## config.mk

```make
export PLATFORM = sky130hd
export DESIGN_NAME = byte_ingress_flat
export DESIGN_NICKNAME = d
export VERILOG_FILES = /design/src/rtl/byte_ingress_if.sv /design/src/rtl/byte_ingress.sv /design/src/flat_wrapper.sv
export SDC_FILE = /design/constraint.sdc
export NUM_CORES = 1
export LEC_CHECK = 0
export ABC_AREA = 0
export BUFFER_PORTS_ARGS = -buffer_cell sky130_fd_sc_hd__buf_2
export CAP_MARGIN = 20
export CORE_MARGIN = 3
export CORE_UTILIZATION = 60
export DETAILED_ROUTE_END_ITERATION = 12
export GPL_TIMING_DRIVEN = 0
export PLACE_DENSITY_LB_ADDON = 0.15
export SLEW_MARGIN = 30
export SYNTH_ARGS = -nofsm -noshare
export SYNTH_HDL_FRONTEND = slang
export SYNTH_SLANG_ARGS = --single-unit
```

## constraint.sdc

```tcl
create_clock -name ClkIngress -period 6.75 [get_ports ClkIngress]
set_clock_uncertainty 0.15 [all_clocks]
set_input_delay 0.3375 -clock ClkIngress [delete_from_list [all_inputs] [get_ports ClkIngress]]
set_output_delay 0.3375 -clock ClkIngress [all_outputs]
set_load 0.05 [all_outputs]
```

## src/rtl/byte_ingress_if.sv

```systemverilog
// -----------------------------------------------------------------------------
// byte_ingress_if
//   Groups the byte-stream input and the word-side valid/ready output of
//   byte_ingress into one bundle.
//
//   Data      [7:0]  incoming byte
//   DataValid        Data valid this cycle (no backpressure on the byte side)
//   WordData  [31:0] FIFO head word, first-word-fall-through
//   WordValid        FIFO non-empty
//   WordReady        consumer accepts the head when WordValid && WordReady
//
//   master : the environment, which feeds bytes and consumes words
//   slave  : byte_ingress itself
// -----------------------------------------------------------------------------
interface byte_ingress_if;
   logic [7:0]  Data;
   logic        DataValid;
   logic [31:0] WordData;
   logic        WordValid;
   logic        WordReady;

   modport master (
      output Data, DataValid, WordReady,
      input  WordData, WordValid
   );

   modport slave (
      input  Data, DataValid, WordReady,
      output WordData, WordValid
   );
endinterface

```

## src/rtl/byte_ingress.sv

```systemverilog
// -----------------------------------------------------------------------------
// byte_ingress
//   Receive-side counterpart of the byte egress serializer. Bytes arrive least
//   significant first and are assembled into 32-bit words. Completed words go
//   into a small first-word-fall-through FIFO that is drained through a
//   valid/ready handshake. The byte side cannot be stalled, so two kinds of
//   loss are possible. Both raise sticky flags:
//     - a completed word that arrives while the FIFO is full (Overflow)
//     - a partial word that sits idle for too long (Timeout)
//
// Parameters
//   FIFO_DEPTH  word FIFO entries; power of two, >= 2
//   TIMEOUT     idle cycles mid-word before the partial word is discarded;
//               0 disables the timeout
//
// Ports
//   ClkIngress  in   sole clock, rising edge
//   RstN        in   synchronous reset, active-low
//   bus         ifc  byte input and word output (slave side of byte_ingress_if)
//   FifoLevel   out  current FIFO occupancy
//   Overflow    out  sticky: a completed word was dropped because the FIFO was full
//   Timeout     out  sticky: a partial word was discarded by the idle timeout
//   ClearErr    in   clears Overflow and Timeout; a simultaneous new event wins
// -----------------------------------------------------------------------------
module byte_ingress #(
   parameter int FIFO_DEPTH = 4,
   parameter int TIMEOUT    = 16
) (
   input  logic                        ClkIngress,
   input  logic                        RstN,
   byte_ingress_if.slave               bus,
   output logic [$clog2(FIFO_DEPTH):0] FifoLevel,
   output logic                        Overflow,
   output logic                        Timeout,
   input  logic                        ClearErr
);

   localparam int PTR_W  = $clog2(FIFO_DEPTH);
   localparam int LVL_W  = PTR_W + 1;
   localparam int IDLE_W = (TIMEOUT > 1) ? $clog2(TIMEOUT) : 1;
   // The counter value seen during the TIMEOUT-th consecutive idle cycle.
   localparam logic [IDLE_W-1:0] IDLE_LAST = (TIMEOUT > 0) ? IDLE_W'(TIMEOUT - 1) : '0;

   logic [1:0]        byte_idx_q, byte_idx_d;
   logic [23:0]       partial_q, partial_d;
   logic [IDLE_W-1:0] idle_cnt_q, idle_cnt_d;
   logic [PTR_W-1:0]  wr_ptr_q, wr_ptr_d;
   logic [PTR_W-1:0]  rd_ptr_q, rd_ptr_d;
   logic [LVL_W-1:0]  level_q, level_d;
   logic              overflow_q, overflow_d;
   logic              timeout_q, timeout_d;
   logic [31:0]       mem_q [FIFO_DEPTH];

   logic        fifo_full;
   logic        pop;
   logic        push_req;
   logic        push;
   logic        ovf_evt;
   logic        to_evt;
   logic [31:0] word_in;

   // Handshake and loss-event decode.
   always_comb begin
      fifo_full = (level_q == LVL_W'(FIFO_DEPTH));
      pop       = (level_q != '0) && bus.WordReady;
      push_req  = bus.DataValid && (byte_idx_q == 2'd3);
      // A simultaneous pop frees the slot, so a push into a full FIFO is still accepted.
      push      = push_req && (!fifo_full || pop);
      ovf_evt   = push_req && fifo_full && !pop;
      to_evt    = (TIMEOUT != 0) && !bus.DataValid && (byte_idx_q != 2'd0)
                  && (idle_cnt_q == IDLE_LAST);
      word_in   = {bus.Data, partial_q};
   end

   // Byte assembly and idle tracking.
   always_comb begin
      byte_idx_d = byte_idx_q;
      partial_d  = partial_q;
      idle_cnt_d = idle_cnt_q;
      if (bus.DataValid) begin
         byte_idx_d = byte_idx_q + 2'd1;
         idle_cnt_d = '0;
         case (byte_idx_q)
            2'd0:    partial_d[7:0]   = bus.Data;
            2'd1:    partial_d[15:8]  = bus.Data;
            2'd2:    partial_d[23:16] = bus.Data;
            default: partial_d        = '0;   // word leaves with this byte
         endcase
      end else if (byte_idx_q == 2'd0) begin
         idle_cnt_d = '0;
      end else if (to_evt) begin
         byte_idx_d = 2'd0;
         partial_d  = '0;
         idle_cnt_d = '0;
      end else if (TIMEOUT != 0) begin
         idle_cnt_d = idle_cnt_q + IDLE_W'(1);
      end
   end

   // FIFO bookkeeping and sticky flags (a new event beats ClearErr).
   always_comb begin
      wr_ptr_d   = push ? wr_ptr_q + PTR_W'(1) : wr_ptr_q;
      rd_ptr_d   = pop  ? rd_ptr_q + PTR_W'(1) : rd_ptr_q;
      level_d    = level_q + LVL_W'(push) - LVL_W'(pop);
      overflow_d = ovf_evt | (overflow_q & ~ClearErr);
      timeout_d  = to_evt  | (timeout_q  & ~ClearErr);
   end

   always_ff @(posedge ClkIngress) begin
      if (!RstN) begin
         byte_idx_q <= '0;
         partial_q  <= '0;
         idle_cnt_q <= '0;
         wr_ptr_q   <= '0;
         rd_ptr_q   <= '0;
         level_q    <= '0;
         overflow_q <= 1'b0;
         timeout_q  <= 1'b0;
      end else begin
         byte_idx_q <= byte_idx_d;
         partial_q  <= partial_d;
         idle_cnt_q <= idle_cnt_d;
         wr_ptr_q   <= wr_ptr_d;
         rd_ptr_q   <= rd_ptr_d;
         level_q    <= level_d;
         overflow_q <= overflow_d;
         timeout_q  <= timeout_d;
      end
   end

   // Storage needs no reset: the level counter decides what is visible.
   always_ff @(posedge ClkIngress) begin
      if (RstN && push) begin
         mem_q[wr_ptr_q] <= word_in;
      end
   end

   // The head is read combinationally so a word is visible the cycle after it
   // completes; it is forced to zero when empty so stale or uninitialised
   // entries never show.
   always_comb begin
      bus.WordValid = (level_q != '0);
      bus.WordData  = bus.WordValid ? mem_q[rd_ptr_q] : 32'h0;
      FifoLevel     = level_q;
      Overflow      = overflow_q;
      Timeout       = timeout_q;
   end

endmodule

```

## src/flat_wrapper.sv

```systemverilog
// flat-port wrapper written by rule: the top's interface ports become plain ports
module byte_ingress_flat 
#(
   parameter int FIFO_DEPTH = 4,
   parameter int TIMEOUT    = 16
)
  (ClkIngress, RstN, FifoLevel, Overflow, Timeout, ClearErr, bus_Data, bus_DataValid, bus_WordReady, bus_WordData, bus_WordValid);
  byte_ingress_if bus_i ();
  input  logic ClkIngress;
  input  logic RstN;
  output logic [$clog2(FIFO_DEPTH):0] FifoLevel;
  output logic Overflow;
  output logic Timeout;
  input  logic ClearErr;
  input wire logic [$bits(bus_i.Data)-1:0] bus_Data;
  input wire logic [$bits(bus_i.DataValid)-1:0] bus_DataValid;
  input wire logic [$bits(bus_i.WordReady)-1:0] bus_WordReady;
  output wire logic [$bits(bus_i.WordData)-1:0] bus_WordData;
  output wire logic [$bits(bus_i.WordValid)-1:0] bus_WordValid;
  assign bus_i.Data = bus_Data;
  assign bus_i.DataValid = bus_DataValid;
  assign bus_i.WordReady = bus_WordReady;
  assign bus_WordData = bus_i.WordData;
  assign bus_WordValid = bus_i.WordValid;
  byte_ingress #(.FIFO_DEPTH(FIFO_DEPTH), .TIMEOUT(TIMEOUT)) u_core (.ClkIngress(ClkIngress), .RstN(RstN), .bus(bus_i), .FifoLevel(FifoLevel), .Overflow(Overflow), .Timeout(Timeout), .ClearErr(ClearErr));
endmodule
```

==> results of run 1 <==
power by group:
part           internal, mW  switching [mW]  total, mW
registers              1.14          0.0248       1.16
logic                 0.280           0.670      0.950
clock network         0.621           0.374      0.996
total                  2.04            1.07       3.11
per-layer routing:
layer | share of wire (%) | routed length, µm
met1 | 41 | 5080
met2 | 51 | 6220
met3 | 6.0 | 729
met4 | 1.7 | 212
met5 | 0 | 0
path summary, 6_finish.rpt:
kind / from / to / slack (ns) / depth (start not counted)
setup reg to reg: u_core.FifoLevel[1]$_SDFF_PN0_ / u_core.FifoLevel[2]$_SDFF_PN0_ / 4.02 / 10
hold reg to reg: u_core.idle_cnt_q[0]$_SDFF_PP0_ / u_core.idle_cnt_q[0]$_SDFF_PP0_ / 0.31 / 1
hold / removal: RstN / u_core.idle_cnt_q[2]$_SDFF_PP0_ / 0.01 / 3
setup / recovery: u_core.FifoLevel[1]$_SDFF_PN0_ / bus_WordData[26] / 3.89 / 4
cells in the mapped netlist (2+ instances only):
cell type and n:
ha_1 11, buf_2 4, nor3_1 2, inv_1 10, clkbuf_1 4, and2_1 3, xor2_1 2, edfxtp_1 128
mux4_2 32, nor2_1 10, a22o_1 16, a32o_1 8, o21ai_0 4, nand2_1 8, nand2b_1 2, nor2b_1 36
o31ai_4 2, buf_4 2, buf_6 4, xnor2_1 2, mux2i_1 3, a21oi_1 2, dfxtp_1 41, and3_1 6
state kept, by name (all words and copies together), names as in the netlist, named ones only:
signal and cells:
u_core.FifoLevel 3, u_core.Overflow 1, u_core.Timeout 1, u_core.byte_idx_q 2, u_core.idle_cnt_q 4, u_core.mem_q 128, u_core.partial_q 24, u_core.rd_ptr_q 2
u_core.wr_ptr_q 2
worst max-delay path, stage by stage (launching register included):
cell      delay [ns]
dfxtp_1         0.38
nor3_2          0.61
clkbuf_1        0.49
nor2b_1         0.13
buf_2           0.24
cell families after synthesis:
| logic type | count (synthesis) |
|---|---|
| flops | 169 |
| compound gates | 36 |
| buf+inv | 26 |
| mux | 35 |
| xor+xnor | 4 |
| fa+ha+maj | 12 |
| simple gates | 74 |
metrics by stage:
stage,setup slack [ns],hold WS [ns]
after floorplan,4.12,0.268
after global placement,3.68,0.286
after detailed placement,4.03,0.295
after CTS,3.83,0.00227
after global routing,3.68,0.0183
final,3.89,0.0109
placed cells by master (no fill, tap or decap), drive strengths merged:
cell,Yosys,final
fa,1,1
a311o,1,1
and2,3,3
mux2i,3,3
a21oi,2,2
nor2b,36,36
and3,6,6
inv,11,12
nand3,1,1
o21a,1,1
mux4,32,32
a32oi,1,1
nand2,8,8
and4b,1,1
dlygate4sd3,0,9
o2bb2ai,1,1
nand4b,1,1
dfxtp,41,41
clkbuf,5,26
nor3,3,3
nor2,10,10
xnor2,2,2
or4b,1,1
buf,10,64
ha,11,11
edfxtp,128,128
o21ai,4,4
clkinv,0,6
xor2,2,2
o31ai,2,2
nand2b,2,2
a22o,16,16
nor4b,1,1
or3,1,1
bufinv,0,4
a32o,8,8
area by class of cell:
cell class	instances	area (µm²)
sequential	169	4660
buffer	15	100
fill	618	2680
inverter	11	41.3
clock inverter	11	169
clock buffer	21	449
multi-input combinational	161	1710
tap	136	170
timing repair buffer	63	438
==> key figures, run 1 <==
Status
  • Run status: finished clean

GRT
  • GR Util met2: between 30 and 40%
  • First-pass GRT wire length: between 15000 and 20000 µm
  • M3 GR Usage: under 10%
  • Vias in the first global route: 3523
  • Global routing's busiest layer: met2
  • Antenna violations before repair: 0
  • Met1 Usage GRT: between 20% and 30%
  • Total track usage: 22.1%
  • Grt total ovfl: 0
  • Largest net degree at the start of global routing: 21

Worst setup path
  • Critical Path Source Type: register
  • CP required: ~6.3 ns
  • Arrival @ worst endpoint: approximately 2.4 ns
  • CP Class: reg2out
  • Critical Path Fanout Max: 10
  • Worst setup EP type: primary output

Logic synthesis
  • Async S/R FF share, synth: 0%
  • Register area share after synthesis: ~72%
  • XOR/XNOR Fraction of Synth Area: less than 1%
  • Cell Area, Synth: between 6000 and 7000 µm²
  • Yosys Warn Count: 0
  • Syn_nets: ~380
  • Synth top area share: roughly 59%
  • Synth Flop Type: edfxtp_1
  • Post-Synth Adder-Cell Area: ~2.4%
  • Mux share of post-synthesis cell area: a little under an eighth
  • Compound-Gate Fraction of Synth Area: a little over 5%
  • Dominant cell type by area after synthesis: edfxtp_1
  • Largest family of logic cells by synthesized area: multiplexers
  • Post-synth EDFFs: approximately 130
  • Synthesis-stage register bit count: roughly 170
  • Simple-gate area share of the yosys netlist: about 6.6%
  • Mapped Cells: between 300 and 400
  • Synth top area cells: edfxtp_1 (59%), dfxtp_1 (13%), mux4_2 (11%)
  • Yosys cell types: 38
  • Mapped Avg Cell Area: roughly 18 µm²

Route
  • Post-Route WL: around 12000 µm
  • Iter 0 DRT Violations: 191
  • DR WL/cell: roughly 21 µm
  • Drt pass-1 iters: 5
  • Via-to-Cell Ratio: ~6
  • Via count: around 3400
  • Post-DRT Antenna Nets: 0
  • DRC: 0

Clock tree
  • Post-CTS Setup Inserts: 0
  • Cts bufs inserted: 17
  • PostCTS Resize Cnt: 0
  • Clock transition at the registers of the reported paths: 0.07 ns
  • Hold_buf cts: 9
  • CTS tree: built
  • Clock Path Buffers: 2
  • Clk sinks: around 170
  • Clock Latency Late Sink: roughly 0.52 ns
  • Clk root buf: clkbuf_8
  • H-tree depth: 4

Floorplan
  • Core box area: approximately 10000 µm²
  • Io pins: 51
  • Initial Util: 62.5%
  • Die area: between 10000 and 15000 µm²
  • Die X: approximately 110 µm
  • FP Rows: 37
  • Die span in y: approximately 110 µm

Placed design
  • Placement Cell Area: 7030 µm²
  • Cells after DPL: around 550
  • HPWL after DPL: ~7700 µm
  • I/O Buffers: 50
  • Gpl congestion: 0.710

STA
  • Setup TNS: 0 ns
  • RSZ-0062 raised after global routing: false
  • Worst-Margin Slew: a little over 0.7 ns
  • Setup violators final: 0
  • Max-slew violation count: 0
  • Fin. Hold Viols: 0
  • F_max: between 300 and 400 MHz
  • Tmin final: 2.86 ns
  • Final period util: between 40% and 50%
  • Slew HR: between 50% and 60%

Pwr
  • Worst VDD drop: around 0.29 mV
  • Leak: roughly 2.7 nW
  • PwrDens: approximately 400 nW/µm²
  • Total power: approximately 3.1 mW

Final layout
  • Core Util, Final: between 70% and 80%
  • Ant. Diodes: 0
  • Nets: 463
  • Post-route insts no fill: between 500 and 600
  • Area grow syn2layout: 18.9%
  • Share of cells above drive strength 1: 29.7%
  • Final instance area: approximately 7700 µm²

Worst hold path
  • Worst Hold Class: in2reg

Flow run
  • Number of max-cap violations: 0
Power figures use the tool's default switching activity.
==> inputs of run 2 (changes only) <==
--- a/config.mk
+++ b/config.mk
@@ -5,11 +5,11 @@
 export SDC_FILE = /design/constraint.sdc
 export NUM_CORES = 1
 export LEC_CHECK = 0
-export ABC_AREA = 0
+export ABC_AREA = 1
 export BUFFER_PORTS_ARGS = -buffer_cell sky130_fd_sc_hd__buf_2
 export CAP_MARGIN = 20
 export CORE_MARGIN = 3
-export CORE_UTILIZATION = 60
+export CORE_UTILIZATION = 54
 export DETAILED_ROUTE_END_ITERATION = 12
 export GPL_TIMING_DRIVEN = 0
 export PLACE_DENSITY_LB_ADDON = 0.15
==> constraint.sdc (replaced) <==
create_clock -name ClkIngress -period 2.4 [get_ports ClkIngress]
set_clock_uncertainty 0.15 [all_clocks]
set_input_delay 0.12 -clock ClkIngress [delete_from_list [all_inputs] [get_ports ClkIngress]]
set_output_delay 0.12 -clock ClkIngress [all_outputs]
set_load 0.05 [all_outputs]
==> run 2 against run 1 <==
Compared with the run above: total power increased to 3.1 times the previous value; flip-flop and latch count unchanged; final cell count increased by 60%; register-to-register slack got worse by 3.9 ns; first-iteration DRC count increased to 2.6 times the previous value; combinational power increased to 3.7 times the previous value; worst setup slack got worse by 3.8 ns; area after synthesis increased by 6.9%; utilization decreased by 6.1 points; critical path type unchanged.
==> key figures, run 2 <==
Status
  • Run status: finished clean

Pwr
  • Worst VDD drop: 1.02 mV
  • Sw frac: between 40 and 50%
  • Total power: approximately 9.6 mW
  • Clk network pwr share: between 20% and 30%
  • Flop pwr share: between 30% and 40%
  • Leak: roughly 3.3 nW
  • PwrDens: 1140 nW/µm²
  • Combinational share of power: a little under two fifths
  • Internal: 5.68 mW
  • Switching pwr: a little under 4 mW

Floorplan
  • Die area: around 14000 µm²
  • Io pins: between 50 and 60
  • FP Rows: 40
  • Die X: around 120 µm
  • Core box area: between 10000 and 15000 µm²
  • Initial Util: 56.5%
  • Die span in y: about 120 µm

Route
  • Via count: between 5000 and 6000
  • Via-to-Cell Ratio: 5.34
  • Drt pass-1 iters: 5
  • DR WL/cell: between 15 and 20 µm
  • Iter 0 DRT Violations: 498
  • DRC: 0
  • Post-DRT Antenna Nets: 0
  • Post-Route WL: about 16000 µm

STA
  • Slew HR: 62.1%
  • Final setup margin: about 0.1 ns
  • Tmin final: about 2.3 ns
  • F_max: ~440 MHz
  • Setup violators final: 0
  • Fin. Hold Viols: 0
  • Worst hold slack: between 0.3 and 0.4 ns
  • Max-slew violation count: 0
  • Final period util: roughly 96%
  • Worst-Margin Slew: ~0.57 ns

Final layout
  • Core Util, Final: about two thirds
  • Biggest regs: u_core.mem_q (128), u_core.partial_q (24), u_core.idle_cnt_q (4)
  • Area grow syn2layout: 20.7%
  • Biggest register: u_core.mem_q
  • Commonest non-fill, non-tap cell in the layout: nor2_1
  • # fillers: roughly 950
  • Commonest cells after routing, fill and taps aside: nor2_1 (201), edfxtp_1 (128), nand2_1 (68), buf_2 (62), o21ai_0 (61)
  • Multi-input logic area: between 2000 and 2500 µm²
  • Nets: 784
  • FF+latch area: between 4000 and 5000 µm²
  • Ant. Diodes: 0
  • Share of cells above drive strength 1: around 17%
  • Max reg flops: approximately 130

GRT
  • First-pass GRT wire length: 25700 µm
  • Global routing's busiest layer: met2
  • Antenna violations before repair: 0
  • Vias in the first global route: between 4000 and 5000
  • GR Util met2: a little under 40%
  • Met1 Usage GRT: a little under a third
  • Total track usage: between 20% and 30%
  • Grt total ovfl: 0
  • Largest net degree at the start of global routing: 19
  • M3 GR Usage: around 5%

Logic synthesis
  • Synth Flop Type: edfxtp_1
  • Mapped Avg Cell Area: just over 10 µm²
  • Mapped Cells: 669
  • Yosys cell types: 27
  • Post-synth EDFFs: ~130
  • Dominant cell type by area after synthesis: edfxtp_1
  • Cell Area, Synth: 6950 µm²
  • Synth top cells by count: nor2_1 (206), edfxtp_1 (128), nand2_1 (69)
  • Synth top area cells: edfxtp_1 (55%), dfxtp_1 (12%), nor2_1 (11%)
  • Async S/R FF share, synth: 0%
  • XOR/XNOR Fraction of Synth Area: less than 1%
  • Largest family of logic cells by synthesized area: simple AND/OR/NAND/NOR gates
  • Syn_nets: between 600 and 700
  • Post-Synth Adder-Cell Area: 2.27%
  • Mux share of post-synthesis cell area: 0%
  • Simple-gate area share of the yosys netlist: a little under a fifth
  • Synthesis-stage register bit count: 169
  • Most instantiated library cell after synthesis: nor2_1
  • Synth top area share: between 50% and 60%
  • Compound-Gate Fraction of Synth Area: approximately 7.6%
  • Register area share after synthesis: between 60% and 70%
  • Yosys Warn Count: 0

Clock tree
  • Cts bufs inserted: 17
  • Clock transition at the registers of the reported paths: 0.06 ns
  • Clock Path Buffers: 2
  • Clk sinks: ~170
  • H-tree depth: 4
  • CTS tree: built
  • Clk root buf: clkbuf_16
  • Clock Latency Late Sink: approximately 0.42 ns

Worst hold path
  • Hold path depth: 2
  • Worst Hold Class: reg2reg

Placed design
  • Gpl congestion: around 0.90
  • HPWL after DPL: 10200 µm
  • I/O Buffers: between 40 and 50
  • Worst slack, placed: -0.0732 ns

Worst setup path
  • R2R cell count: 13
  • Arrival @ worst endpoint: 2.03 ns
  • Worst R2R Setup Slack: approximately 0.11 ns
  • Worst setup EP type: primary output
  • CP Class: reg2out
  • Critical Path Fanout Max: 10
  • Critical Path Source Type: register
  • CP required: about 2.1 ns

Flow run
  • Number of max-cap violations: 0
## run 2: cell families (layout without fill, tap and decap cells)
| kind of cell | Yosys count | in the layout |
|---|---|---|
| and+or+nand+nor | 315 | 315 |
| buffers and inverters | 67 | 170 |
| AOI/OAI and AO/OA | 105 | 105 |
| adders and majority gates | 12 | 12 |
| xor gates and xnor gates | 1 | 1 |
| DFF | 169 | 169 |
## run 2: final cells by class
class / count / area share (%)
multi-input combinational: 433 / 24.3
buffer: 33 / 2.19
sequential: 169 / 55.6
inverter: 34 / 1.52
clock inverter: 11 / 1.45
timing repair buffer: 71 / 6.83
tap: 168 / 2.50
clock buffer: 21 / 5.61
## run 2: final timing paths
kind | startpoint | to
setup / recovery | register | bus_WordData[23]
hold / removal | u_core.Timeout$_SDFF_PN0_ | u_core.Timeout$_SDFF_PN0_
setup reg to reg | u_core.FifoLevel[0]$_SDFF_PN0_ | u_core.FifoLevel[2]$_SDFF_PN0_
hold reg to reg | u_core.Timeout$_SDFF_PN0_ | u_core.Timeout$_SDFF_PN0_
## run 2: metrics by stage
stage | TNS (ns) | instance area (µm²) | std cells
2_1_floorplan | -0.743 | 6980 | 669
3_3_place_gp | -92.11 | 7430 | 886
3_5_place_dp | -3.82 | 7560 | 890
4_1_cts | 0 | 8380 | 940
5_1_grt | -0.0228 | 8390 | 940
6_report | 0 | 8390 | 940
## run 2: routing by layer
metal  vias to the layer above  share of wire, %
li1                       2424                 -
met5                         -                 0
met3                        38               6.1
met2                       173                49
met4                         0               2.3
met1                      2388                43
## run 2: power by group through the flow
stage	clock network, mW	logic, mW	registers, mW
after floorplan	0	2.52	3.47
after global routing	2.85	3.78	3.38
after CTS	2.72	3.52	3.35
after global placement	0	3.43	3.40
after detailed placement	0	3.48	3.41
final	2.68	3.53	3.36
## run 2: worst max-delay path: stages (launching register included)
cell      delay (ns)
dfxtp_1         0.31
clkinv_1        0.20
clkbuf_1        0.42
o21ai_0         0.19
a21oi_1         0.18
buf_2           0.29
## run 2: what timing repair did
| item | 4_1_cts | 5_1_grt |
|---|---|---|
| hold buffers | 13 | 0 |
| pin swaps | 4 | 0 |
| setup buffers | 5 | 0 |
| hold endpoints to repair | 58 | 0 |
| endpoints found under the setup margin | 71 | 9 |
| resized for setup | 3 | 6 |
==> inputs of run 3 (changes only) <==
--- a/config.mk
+++ b/config.mk
@@ -8,7 +8,7 @@
 export ABC_AREA = 1
 export BUFFER_PORTS_ARGS = -buffer_cell sky130_fd_sc_hd__buf_2
 export CAP_MARGIN = 20
-export CORE_MARGIN = 3
+export CORE_MARGIN = 1.5
 export CORE_UTILIZATION = 54
 export DETAILED_ROUTE_END_ITERATION = 12
 export GPL_TIMING_DRIVEN = 0
==> run 3 against run 2 <==
Compared with the run above: fmax increased by 1.6%; via count decreased by 1.5%; global-route usage increased by 0.84 points; sequential power about the same; final area increased by 0.58%; clock power increased by 6%; die area decreased by 5.0%; critical endpoint unchanged; sequential share of layout area decreased by 0.32 points; flip-flop and latch count unchanged; worst setup slack improved by 0.036 ns.
==> key figures, run 3 (synthesized netlist as in run 2, its figures left out) <==
Worst setup path
  • Slowest stage cell, crit path: clkbuf_1
  • R2R cell count: 13
  • CP peak stage delay: about 0.40 ns
  • Worst setup EP type: primary output
  • Top cell family by delay on the critical path: buffers and inverters
  • Worst R2R Setup Slack: approximately 0.16 ns
  • Worst path bufs/invs: 3
  • Arrival @ worst endpoint: 1.99 ns
  • FF-to-FF Start: u_core.FifoLevel[0]$_SDFF_PN0_
  • Critical Path Fanout Max: 10
  • CP cell instances: clkinv_1, clkbuf_1, o21ai_0, a21oi_1, buf_2
  • CP Class: reg2out
  • CP required: 2.13 ns
  • Critical Path Source Type: register
  • Reg2reg end: u_core.FifoLevel[2]$_SDFF_PN0_

Status
  • Run status: finished clean

GRT
  • Vias in the first global route: between 4000 and 5000
  • Total track usage: between 20% and 30%
  • Grt total ovfl: 0
  • Largest net degree at the start of global routing: 19
  • Antenna violations before repair: 0
  • First-pass GRT wire length: 24400 µm

STA
  • F_max: roughly 440 MHz
  • Final period util: between 90% and 100%
  • Slew HR: between 60% and 70%
  • Tmin final: 2.26 ns
  • Worst-Margin Slew: ~0.57 ns
  • Max-slew violation count: 0
  • Final setup margin: approximately 0.14 ns
  • RSZ-0062 raised after global routing: true
  • Fin. Hold Viols: 0
  • Setup violators final: 0

Route
  • Post-Route WL: 15300 µm
  • Via-to-Cell Ratio: around 5.2
  • Iter 0 DRT Violations: 420
  • DRC: 0
  • DR WL/cell: around 16 µm
  • Post-DRT Antenna Nets: 0
  • Via count: just under 5000
  • Drt pass-1 iters: 4

Pwr
  • Worst VDD drop: roughly 0.97 mV
  • PwrDens: between 1000 and 1500 nW/µm²
  • Leak: about 3.3 nW
  • Total power: between 9 and 10 mW

Final layout
  • Area grow syn2layout: 21.4%
  • Max reg flops: around 130
  • Commonest non-fill, non-tap cell in the layout: nor2_1
  • Ant. Diodes: 0
  • Biggest register: u_core.mem_q
  • Commonest cells after routing, fill and taps aside: nor2_1 (201), edfxtp_1 (128), nand2_1 (68), o21ai_0 (61), buf_2 (59)
  • Final instance area: approximately 8400 µm²
  • Nets: 785
  • Core Util, Final: between 60% and 70%
  • Share of cells above drive strength 1: between 10% and 20%
  • Biggest regs: u_core.mem_q (128), u_core.partial_q (24), u_core.idle_cnt_q (4)
  • Post-route insts no fill: approximately 950

Placed design
  • Worst slack, placed: -0.0790 ns
  • I/O Buffers: 49
  • Placement Cell Area: 7570 µm²
  • Gpl congestion: 0.848
  • HPWL after DPL: approximately 10000 µm
  • Cells after DPL: between 800 and 900

Floorplan
  • Die X: around 120 µm
  • Die span in y: 116 µm
  • Die area: between 10000 and 15000 µm²
  • FP Rows: between 40 and 50
  • Core box area: 12600 µm²
  • Io pins: 51
  • Initial Util: approximately 55%

Clock tree
  • CTS tree: built
  • Clock Latency Late Sink: about 0.43 ns
  • Clock Path Buffers: 2
  • Cts bufs inserted: 17
  • Clk root buf: clkbuf_16
  • H-tree depth: 4
  • Clock transition at the registers of the reported paths: approximately 0.06 ns
  • Clk sinks: 169

Flow run
  • Number of max-cap violations: 0

Worst hold path
  • Worst hold endpoint: u_core.idle_cnt_q[0]$_SDFF_PP0_
  • Hold Crit Start: u_core.idle_cnt_q[0]$_SDFF_PP0_
  • Hold path depth: 1
  • Worst Hold Class: reg2reg
## run 3: cell count changes in the layout (fill, tap and decap cells not counted), sizes merged
cell         before  now
buf              81   78
inv              34   39
clkbuf           31   30
bufinv            2    3
dlygate4sd3      13   14
clkinvlp          4    3
clkinv            5    4
## run 3: worst max-delay path by stage
stage,start,to,slack [ns],cells past startpoint
4_1_cts,register,bus_WordData[31],0.02,5
6_report,register,bus_WordData[23],0.14,5
3_5_place_dp,u_core.byte_idx_q[0]$_SDFFE_PN0P_,u_core.mem_q[3][5]$_DFFE_PP_,-0.08,8
3_3_place_gp,u_core.byte_idx_q[0]$_SDFFE_PN0P_,u_core.mem_q[1][5]$_DFFE_PP_,-0.73,7
2_1_floorplan,u_core.FifoLevel[1]$_SDFF_PN0_,u_core.mem_q[0][0]$_DFFE_PP_,-0.006,6
5_1_grt,u_core.FifoLevel[0]$_SDFF_PN0_,u_core.FifoLevel[2]$_SDFF_PN0_,-0.05,13
## run 3: where the power goes
part           switching [mW]  leakage (nW)  total [mW]  internal, mW
combinational            2.68          1.52        3.51         0.828
clock                    1.17         0.293        2.83          1.66
sequential              0.106          1.51        3.36          3.26
total                    3.96          3.33        9.70          5.74
## run 3: repair_timing
| action | CTS | global route |
|---|---|---|
| hold buffers | 14 | 0 |
| pin swaps | 4 | 1 |
| setup buffers | 5 | 0 |
| resized for setup | 2 | 12 |
| hold endpoints to repair | 63 | 0 |
| setup endpoints to repair | 53 | 7 |
## run 3: area by class of cell
type,instances,area [µm²]
inverters,34,128
plain buffers,33,186
fillers,934,4130
multi-input cells,433,2040
flip-flops and latches,169,4670
repair buffers,72,588
clock buffers,17,425
well taps,172,215
clock inverters,15,190
## run 3: metal layers
layer  routed length [µm]  vias to the layer above  GRT usage [%]
li1                     -                     2428              -
met1                 6680                     2360           31.8
met2                 7590                      148           41.3
met3                  804                       14           4.62
met4                  192                        0           8.54
met5                    0                        -              0
## run 3: worst register-to-register path, stage by stage (launching register included)
cell	delay [ns]
dfxtp_2	0.34
nor2_4	0.15
nand2_4	0.07
nand2_1	0.10
inv_1	0.08
ha_1	0.28
inv_1	0.06
ha_1	0.14
inv_1	0.05
fa_2	0.35
xnor2_2	0.19
nand2_1	0.07
nand2_1	0.06
nor2_1	0.04
## run 3: metrics by stage
stage | hold WS [ns] | setup TNS (ns)
after global placement | 0.239 | -90.42
after CTS | 0.351 | 0
final | 0.353 | 0
after global routing | 0.369 | -0.0519
after detailed placement | 0.260 | -2.63
after floorplan | 0.0689 | -0.743
